===== config.mk =====
export PLATFORM = sky130hd
export DESIGN_NAME = rx_sample_scheduler
export DESIGN_NICKNAME = d
export VERILOG_FILES = /design/src/rtl/rx_sched_pkg.sv /design/src/rtl/rx_capture_slot.sv /design/src/rtl/rx_sample_scheduler.sv
export SDC_FILE = /design/constraint.sdc
export NUM_CORES = 1
export LEC_CHECK = 0
export CELL_PAD_IN_SITES_DETAIL_PLACEMENT = 1
export CELL_PAD_IN_SITES_GLOBAL_PLACEMENT = 1
export CORE_ASPECT_RATIO = 1.75
export CORE_MARGIN = 2
export CORE_UTILIZATION = 36
export DETAILED_ROUTE_END_ITERATION = 8
export PLACE_DENSITY_LB_ADDON = 0.1
export SYNTH_ARGS = -nofsm -noshare
export SYNTH_HDL_FRONTEND = slang
export SYNTH_HIERARCHICAL = 1
export SYNTH_SLANG_ARGS = --single-unit

===== constraint.sdc =====
create_clock -name clk -period 2.8 [get_ports clk]
set_input_delay 0.56 -clock clk [delete_from_list [all_inputs] [get_ports clk]]
set_output_delay 0.56 -clock clk [all_outputs]
set_load 0.005 [all_outputs]

===== src/rtl/rx_sched_pkg.sv =====
// Shared types and helpers for the receiver sample scheduler.
// Holds the sequencer state enum, the channel-index and overrun-counter widths,
// and the helper that turns the raw active-channel setting into a usable count.
package rx_sched_pkg;

  // Channel-index width; covers up to 15 receiver channels.
  localparam int CHW       = 4;
  // Width of the saturating overrun counter.
  localparam int OVR_CNT_W = 8;

  // Sequencer states: WAIT for the current channel's sample, EMIT it downstream.
  typedef enum logic {
    WAIT = 1'b0,
    EMIT = 1'b1
  } sched_state_t;

  // Convert the configured receiver count into a legal one.
  // Zero means one channel; anything above the instantiated count is clipped.
  function automatic logic [CHW-1:0] clamp_nrx(input logic [CHW-1:0] cfg,
                                               input int           nr);
    if (cfg == '0) return CHW'(1);
    if (int'(cfg) > nr) return CHW'(nr);
    return cfg;
  endfunction

endpackage


===== src/rtl/rx_capture_slot.sv =====
// One receiver channel's single-sample buffer.
// Captures the {I,Q} word on its strobe, flags it pending until the sequencer
// takes it, and reports when a still-pending sample gets overwritten.
module rx_capture_slot #(
  parameter int W = 48
) (
  input  logic         clk,
  input  logic         rst,
  input  logic         en,
  input  logic         strobe,
  input  logic [W-1:0] sample,
  input  logic         consume,
  output logic [W-1:0] cap,
  output logic         pend,
  output logic         ovr
);

  // A new sample landing on an unconsumed one is an overrun; the newest wins.
  assign ovr = strobe && en && pend && !consume;

  // Pending flag: set by a capture, cleared by the sequencer taking the word.
  // A capture in the same cycle as a consume keeps the flag set for the new word.
  always_ff @(posedge clk) begin
    // NOTE: state registers use non-blocking (<=) so every flop samples the
    // pre-edge values; blocking here would create order-dependent races.
    if (rst) begin
      pend <= 1'b0;
    end else if (strobe && en) begin
      pend <= 1'b1;
    end else if (consume) begin
      pend <= 1'b0;
    end
  end

  // Sample storage. The consume path reads the value from before this edge.
  always_ff @(posedge clk) begin
    // NOTE: the data register has no reset; it is only ever read when pend is
    // set, and pend is reset, so clearing the payload would buy nothing.
    if (strobe && en) begin
      cap <= sample;
    end
  end

endmodule


===== src/rtl/rx_sample_scheduler.sv =====
// Receiver sample scheduler: walks channels 0..nrx-1 in strict order and
// forwards one {I,Q} word per channel per frame to the packet builder,
// using a valid/ready handshake on the output side.
// Optional build macro RX_SCHED_OVERRUN_CNT_EN enables the saturating
// overrun counter; without it overrun_cnt reads zero and only the pulse exists.
module rx_sample_scheduler
  import rx_sched_pkg::*;
#(
  parameter int NR = 9,
  parameter int DW = 24
) (
  input  logic                 clk,
  input  logic                 rst,
  input  logic [CHW-1:0]       cfg_nrx,
  input  logic [NR-1:0]        rx_valid,
  input  logic [NR*DW-1:0]     rx_i,
  input  logic [NR*DW-1:0]     rx_q,
  output logic                 out_valid,
  input  logic                 out_ready,
  output logic [2*DW-1:0]      out_data,
  output logic [CHW-1:0]       out_chan,
  output logic                 out_last,
  output logic                 overrun,
  output logic [OVR_CNT_W-1:0] overrun_cnt
);

  sched_state_t   state;
  sched_state_t   state_nxt;
  logic [CHW-1:0] idx;
  logic [CHW-1:0] nrx_l;
  logic           cfg_load;   // one-shot: pick up cfg_nrx right after reset
  logic           load_word;  // WAIT -> EMIT: take cap[idx] into the output regs
  logic           advance;    // EMIT handshake completed: move to the next channel

  logic [NR-1:0]   chan_en;
  logic [NR-1:0]   consume;
  logic [NR-1:0]   pend;
  logic [NR-1:0]   ovr;
  logic [2*DW-1:0] cap [NR];

  logic            pend_sel;
  logic [2*DW-1:0] cap_sel;

  // Per-channel capture slots; channels at or above nrx_l ignore their strobes.
  for (genvar k = 0; k < NR; k++) begin : g_slot
    assign chan_en[k] = (CHW'(k) < nrx_l);
    assign consume[k] = load_word && (idx == CHW'(k));

    rx_capture_slot #(
      .W(2*DW)
    ) u_slot (
      .clk    (clk),
      .rst    (rst),
      .en     (chan_en[k]),
      .strobe (rx_valid[k]),
      .sample ({rx_i[k*DW +: DW], rx_q[k*DW +: DW]}),
      .consume(consume[k]),
      .cap    (cap[k]),
      .pend   (pend[k]),
      .ovr    (ovr[k])
    );
  end

  // Select the slot the sequencer is currently waiting on.
  always_comb begin
    // NOTE: every always_comb output gets a default first, so no path leaves
    // it unassigned and no latch is inferred.
    pend_sel = 1'b0;
    cap_sel  = '0;
    for (int k = 0; k < NR; k++) begin
      if (idx == CHW'(k)) begin
        pend_sel = pend[k];
        cap_sel  = cap[k];
      end
    end
  end

  // Sequencer state register.
  always_ff @(posedge clk) begin
    if (rst) begin
      state <= WAIT;
    end else begin
      state <= state_nxt;
    end
  end

  // Next state and control strobes. WAIT never skips a channel: it holds
  // until the channel at idx has a sample.
  always_comb begin
    state_nxt = state;
    load_word = 1'b0;
    advance   = 1'b0;
    unique case (state)
      WAIT: begin
        if (pend_sel) begin
          load_word = 1'b1;
          state_nxt = EMIT;
        end
      end
      EMIT: begin
        if (out_ready) begin
          advance   = 1'b1;
          state_nxt = WAIT;
        end
      end
      default: state_nxt = WAIT;
    endcase
  end

  // Output word registers; held stable for the whole EMIT phase.
  always_ff @(posedge clk) begin
    if (rst) begin
      out_valid <= 1'b0;
      out_data  <= '0;
      out_chan  <= '0;
      out_last  <= 1'b0;
    end else if (load_word) begin
      out_valid <= 1'b1;
      out_data  <= cap_sel;
      out_chan  <= idx;
      out_last  <= (idx == nrx_l - CHW'(1));
    end else if (advance) begin
      out_valid <= 1'b0;
    end
  end

  // Channel index and frame length. The active count only changes at a
  // frame boundary so a frame in flight always completes with its own length.
  always_ff @(posedge clk) begin
    if (rst) begin
      idx      <= '0;
      nrx_l    <= CHW'(1);
      cfg_load <= 1'b1;
    end else begin
      if (advance) begin
        idx <= out_last ? '0 : idx + CHW'(1);
      end
      if (cfg_load || (advance && out_last)) begin
        nrx_l <= clamp_nrx(cfg_nrx, NR);
      end
      cfg_load <= 1'b0;
    end
  end

  // Overrun pulse: any number of overwrites in one cycle gives a single pulse.
  always_ff @(posedge clk) begin
    if (rst) begin
      overrun <= 1'b0;
    end else begin
      overrun <= |ovr;
    end
  end

`ifdef RX_SCHED_OVERRUN_CNT_EN
  logic [OVR_CNT_W-1:0] ovr_cnt;

  // Saturating overrun counter, one step per overrun cycle.
  always_ff @(posedge clk) begin
    if (rst) begin
      ovr_cnt <= '0;
    end else if ((|ovr) && (ovr_cnt != '1)) begin
      ovr_cnt <= ovr_cnt + OVR_CNT_W'(1);
    end
  end

  assign overrun_cnt = ovr_cnt;
`else
  assign overrun_cnt = '0;
`endif

endmodule


==> results of run 1 <==
==> power by group through the flow <==
stage | combinational [mW] | sequential, mW | clock (mW)
6_report | 1.99 | 8.70 | 6.71
5_1_grt | 2.11 | 8.73 | 7.08
4_1_cts | 2.03 | 8.70 | 6.86
3_5_place_dp | 2.02 | 8.86 | 0
3_3_place_gp | 1.99 | 8.85 | 0
2_1_floorplan | 0.684 | 8.82 | 0
==> registers in the layout (all words and copies together) (netlist names) <==
signal              count
cfg_load                1
g_slot.u_slot/cap     432
g_slot.u_slot/pend      9
idx                     4
nrx_l                   4
out_chan                4
out_data               48
out_last                1
out_valid               1
overrun                 1
state                   1
==> worst max-delay path, stage by stage (launching register included) <==
cell      delay (ps)
dfxtp_1          400
inv_1            130
ha_2             260
nand3b_1         190
nor2_1            90
or3_2            490
nand2b_1         220
nor2_1           110
nand2b_4         140
nor2_1            50
nor4_2           260
a31oi_1          110
==> layer usage <==
layer | share of wire (%) | vias up
met1 | 33 | 7549
met5 | 0.16 | -
met4 | 5.0 | 20
met3 | 6.1 | 158
li1 | - | 6781
met2 | 56 | 556
==> cell families (layout without fill, tap and decap cells) <==
family                   after synthesis  in the layout  synth area share [%]
buffers and inverters                157            666                  3.31
flip-flops                           506            506                  71.5
other                                  1             29                0.0186
XOR/XNOR                               5              5                 0.217
adder cells (fa/ha/maj)                7              7                 0.433
AND/OR/NAND/NOR                      287            287                  8.03
multiplexers                          12             12                 0.595
AO/OA/AOI/OAI                        520            520                  15.9
==> metrics by stage <==
stage | cells | utilization (%) | instance area [sq um]
finish | 2728 | 50.5 | 27900
global route | 2726 | 50.5 | 27900
CTS | 2707 | 50.3 | 27900
detailed placement | 2618 | 47.5 | 26300
global placement | 2618 | 47.5 | 26300
floorplan | 1502 | - | 20200
==> cells in the final DEF (no fill, tap or decap), types with 10 or more instances in the layout <==
master and count:
o221ai_1 38, clkbuf_16 51, o21ai_1 68, inv_2 11, buf_4 36, nand2b_4 10
nand2b_1 13, a21oi_1 124, o21ai_0 112, nor2_1 40, o22ai_1 59, buf_12 20
mux2i_1 12, clkdlybuf4s50_1 501, nor3_1 13, a31oi_1 11, edfxtp_1 432, o211ai_1 24
o311ai_0 11, a221oi_1 48, nor2b_1 63, diode_2 21, or4_1 38, nand2_1 77
dfxtp_1 73
==> cell type report <==
| type | instances | share of cell area (%) |
|---|---|---|
| Timing Repair Buffer | 558 | 20.4 |
| Sequential cell | 506 | 51.7 |
| Clock buffer | 64 | 4.89 |
| Antenna cell | 21 | 0.188 |
| Multi-Input combinational cell | 839 | 18.6 |
| Inverter | 19 | 0.255 |
| Tap cell | 696 | 3.12 |
| Clock inverter | 25 | 0.842 |
==> final timing paths <==
path              from   endpoint  slack [ps]
max             idx[0]    overrun         210
min          out_valid  out_valid         460
max reg2reg     idx[0]    overrun         210
min reg2reg  out_valid  out_valid         460
==> cells in the mapped netlist, drive strengths merged <==
cell	instances
edfxtp	432
o21ai	180
a21oi	133
clkbuf	104
nand2	77
dfxtp	74
nor2b	65
o22ai	59
a221oi	48
nor2	41
o221ai	38
or4	38
buf	34
o211ai	24
nand2b	23
inv	19
nor3	15
mux2i	12
o311ai	12
a31oi	11
ha	7
a31o	5
nor3b	5
and3	4
nand3b	4
nor4	4
a21o	3
nand4	3
o2111ai	3
or2	3
xor2	3
and3b	2
or3	2
xnor2	2
a21boi	1
a22o	1
conb	1
o21bai	1
o221a	1
or3b	1
==> results.py, run 1 <==
metrics = {
    "synth": {
        "synth_top_area_share_pct": 64.2,
        "synth_area_leaders": "edfxtp_1, dfxtp_1, a21oi_1, o21ai_0, a221oi_1",
        "seq_area_frac_synth_pct": 71.5,
        "netlist_area_sq_um": 20200,
        "synth_top_cell_by_area": "edfxtp_1",
        "avgSynthCellArea_sq_um": 13.5,
        "synth_cell_types": 53,
        "ys_seq_elements": 506,
        "yosysWarningCount": 6,
        "syn_inst": 1495,
    },
    "power": {
        "pwr-share-seq_pct": 50.0,
        "p_switching_mw": 4.03,
        "peakVddDrop_uv": 549,
        "p_sw_share_pct": 23.1,
        "leakage_nw": 9.12,
        "clkPwrFrac_pct": 38.6,
        "power_mw": 17.4,
        "combPwrFrac_pct": 11.5,
        "p_per_area_nw_per_um2": 623,
        "p_int_mw": 13.4,
    },
    "sta": {
        "finalHoldViolCount": 0,
        "slew_viol_final": 0,
        "totalNegativeSetupSlack_ps": 0,
        "finalCritPeriodShare_pct": 92.6,
        "setup_viol": 0,
        "fin_worst_skew_ps": 10.1,
        "period_minus_slack_ps": 2590,
        "max_freq_ghz": 0.386,
        "worst_slew_pin_slew_ps": 887,
        "worst_slack_ps": 207,
        "max-slew-margin-rel_pct": 40.9,
        "hold_ws_ps": 464,
        "grt_setup_unrepaired": "false",
    },
    "global_route": {
        "grt_pass1_wl_mm": 111,
        "grtUsageMet1_pct": 26.2,
        "grt_util_met3_pct": 6.15,
        "antenna_found_initial": 30,
        "grt_max_degree": 86,
        "overflow": 0,
        "grt_util_met2_pct": 51.9,
        "grt_pass1_vias": 16300,
        "grt-busiest-layer": "met2",
        "gr-usage-all-layers_pct": 26.8,
    },
    "clocking": {
        "cts_hold_repair.buffers": 0,
        "post_cts.repair.setup_buffers": 0,
        "cts_buffers": 49,
        "clock_sinks": 506,
        "cts.repair.resized": 0,
        "clkSlewWorstSetupHoldPaths_ps": 70,
        "htree_levels": 2,
        "insertion_delay_ps": 610,
        "cts_tree": "done",
        "cts_root_buffer": "clkbuf_16",
        "cts_max_path_buffers": 3,
    },
    "outcome": {
        "status": "complete, no violations",
    },
    "floorplan": {
        "core_sq_um": 55300,
        "ioPinCount": 511,
        "die-width_um": 183,
        "chipHeight_um": 317,
        "dieArea_sq_um": 58100,
        "initial_core_util_pct": 36.5,
        "rows": 114,
    },
    "cells_and_area": {
        "nets": 2428,
        "final-seq-area_sq_um": 14500,
        "area_delta_synth_final_pct": 38.3,
        "nFillCells": 5573,
        "drive_above_1_share_pct": 8.75,
        "multi_input_area_sq_um": 5200,
    },
    "hold_path": {
        "hold_class": "register to register",
        "hold-path-cell-count": 2,
    },
    "routing": {
        "firstDrtPassIters": 4,
        "wl_mm": 78.9,
        "vias": 15100,
        "wl_per_cell_um": 28.9,
        "drt_iter0_markers": 804,
        "avgViaCountPerCell": 5.52,
        "antenna_left": 0,
        "drc_errors": 0,
    },
    "critical_path": {
        "cp_max_fo": 5,
        "crit_type": "register to register",
        "worst_setup_path_end_kind": "register",
        "required_ps": 3250,
        "r2r_cells": 11,
        "startpoint_type": "register",
        "arrival_ps": 3040,
    },
    "placement": {
        "hpwl_mm": 56.7,
        "dp_slack_ps": 68.8,
        "gp_congestion": 0.935,
        "io_buffers": 502,
    },
    "job": {
        "cap_violations": 0,
    },
}
No activity file was read; power rests on OpenSTA's default activity.
==> run 2: changes to the inputs <==
- SLEW_MARGIN: default -> 40
==> results.py, run 2 (same netlist as run 1, synthesis figures left out) <==
metrics = {
    "outcome": {
        "status": "complete, no violations",
    },
    "power": {
        "p_switching_mw": 4.03,
        "p_int_mw": 13.4,
        "peakVddDrop_uv": 547,
        "clkPwrFrac_pct": 38.6,
        "p_per_area_nw_per_um2": 623,
        "power_mw": 17.4,
        "p_sw_share_pct": 23.2,
        "leakage_nw": 9.12,
        "pwr-share-seq_pct": 50.0,
        "combPwrFrac_pct": 11.5,
    },
    "sta": {
        "finalCritPeriodShare_pct": 92.4,
        "slew_viol_final": 0,
        "period_minus_slack_ps": 2590,
        "worst_slew_pin_slew_ps": 717,
        "grt_setup_unrepaired": "false",
        "max_freq_ghz": 0.387,
        "setup_viol": 0,
        "finalHoldViolCount": 0,
        "max-slew-margin-rel_pct": 51.8,
        "fin_worst_skew_ps": 10.3,
        "totalNegativeSetupSlack_ps": 0,
    },
    "hold_path": {
        "hold_class": "input port to register",
        "min-delay-start": "rst",
        "hold-path-cell-count": 1,
        "whs_endpoint": "cfg_load",
    },
    "routing": {
        "wl_per_cell_um": 28.9,
        "avgViaCountPerCell": 5.52,
        "firstDrtPassIters": 4,
        "drt_iter0_markers": 852,
        "antenna_left": 0,
        "vias": 15100,
        "drc_errors": 0,
        "wl_mm": 78.9,
    },
    "floorplan": {
        "ioPinCount": 511,
        "initial_core_util_pct": 36.5,
        "die-width_um": 183,
        "dieArea_sq_um": 58100,
        "chipHeight_um": 317,
        "core_sq_um": 55300,
        "rows": 114,
    },
    "critical_path": {
        "r2r_cells": 7,
        "startpoint_type": "register",
        "worstPathCellList": "inv_1, ha_2, buf_4, a21oi_1, o221ai_1, a21oi_1, o21ai_1",
        "crit_type": "register to register",
        "cp_max_fo": 37,
        "timing.rr.end": "out_data[34]",
        "path_common_cell": "a21oi_1",
        "r2r-start": "idx[0]",
        "max_stage_delay_ps": 570,
        "worst_setup_path_end_kind": "register",
        "slowest_stage": "o221ai_1",
        "reg2reg_slack_ps": 210,
        "required_ps": 3330,
        "arrival_ps": 3120,
    },
    "cells_and_area": {
        "regMostFlops": "g_slot.u_slot/cap",
        "nets": 2428,
        "largest_reg_flops": 432,
        "final-seq-area_sq_um": 14500,
        "area_delta_synth_final_pct": 38.3,
        "final_cell_mix": "clkdlybuf4s50_1, edfxtp_1, a21oi_1",
        "stdcell_area_sq_um": 27900,
        "nFillCells": 5575,
        "multi_input_area_sq_um": 5200,
        "drive_above_1_share_pct": 8.75,
        "reg_top3": "g_slot.u_slot/cap x432, out_data x48, g_slot.u_slot/pend x9",
        "fin_cells": 2729,
        "final_common_cell": "clkdlybuf4s50_1",
        "fin_util_pct": 50.5,
    },
    "clocking": {
        "insertion_delay_ps": 610,
        "post_cts.repair.setup_buffers": 0,
        "clkSlewWorstSetupHoldPaths_ps": 70,
        "cts.repair.resized": 0,
        "cts_tree": "done",
        "cts_root_buffer": "clkbuf_16",
        "cts_buffers": 49,
        "cts_max_path_buffers": 3,
        "clock_sinks": 506,
        "cts_hold_repair.buffers": 0,
        "htree_levels": 2,
    },
    "global_route": {
        "antenna_found_initial": 30,
        "overflow": 0,
        "gr-usage-all-layers_pct": 26.8,
        "grt_pass1_vias": 16300,
        "grt_pass1_wl_mm": 111,
        "grt_max_degree": 86,
    },
    "placement": {
        "gp_congestion": 0.935,
        "io_buffers": 502,
        "postPlaceCellArea_sq_um": 26300,
        "hpwl_mm": 56.7,
        "placedCellCount": 2618,
    },
    "job": {
        "cap_violations": 0,
    },
}
[run 2: changes by cell type in the layout (fill, tap and decap cells not counted)]
cell     delta
buf_4       -1
buf_6       +1
diode_2     +1
[run 2: layout make-up]
class | instances | share of cell area, %
antenna | 22 | 0.197
clock buffer | 64 | 4.88
clock inverter | 25 | 0.842
inverter | 19 | 0.255
multi-input combinational | 839 | 18.6
sequential | 506 | 51.7
tap | 696 | 3.12
timing repair buffer | 558 | 20.4
[run 2: power by group through the flow]
| stage | combinational, mW | clock (mW) | sequential [mW] |
|---|---|---|---|
| 2_1_floorplan | 0.684 | 0 | 8.82 |
| 3_3_place_gp | 1.99 | 0 | 8.85 |
| 3_5_place_dp | 2.02 | 0 | 8.86 |
| 4_1_cts | 2.03 | 6.86 | 8.70 |
| 5_1_grt | 2.11 | 7.08 | 8.73 |
| 6_report | 2.00 | 6.71 | 8.70 |
[run 2: stage by stage]
stage               worst slack [ps]  hold WS [ps]
global route                    20.7           367
floorplan                        171           451
CTS                             42.9           468
global placement                 102           449
detailed placement              68.8           458
finish                           214           332
[run 2: per-layer routing]
layer  wire length [um]  vias to the layer above  GRT usage [%]  part of all wire [%]
met5                129                        -              0                  0.16
met4               4050                       20           14.0                   5.1
met3               4800                      164           6.15                   6.1
met2              44000                      566           51.9                    56
met1              25900                     7533           26.2                    33
li1                   -                     6777              -                     -
[run 2: critical path: cells and delay by family, from the launching register on]
| kind | cells | cell delay (ps) |
|---|---|---|
| AO/OA/AOI/OAI | 4 | 1200 |
| adder cells (fa/ha/maj) | 1 | 290 |
| buffers and inverters | 2 | 640 |
| flip-flops | 1 | 350 |
[run 2: how the worst max path moves through the flow]
stage	startpoint	end	slack, ps	cells past startpoint
after floorplan	idx[0]	overrun	170	15
after global placement	idx[1]	overrun	100	10
after detailed placement	idx[1]	out_data[5]	70	7
after CTS	idx[1]	out_data[40]	40	7
after global routing	idx[0]	overrun	20	11
final	idx[0]	out_data[34]	210	7
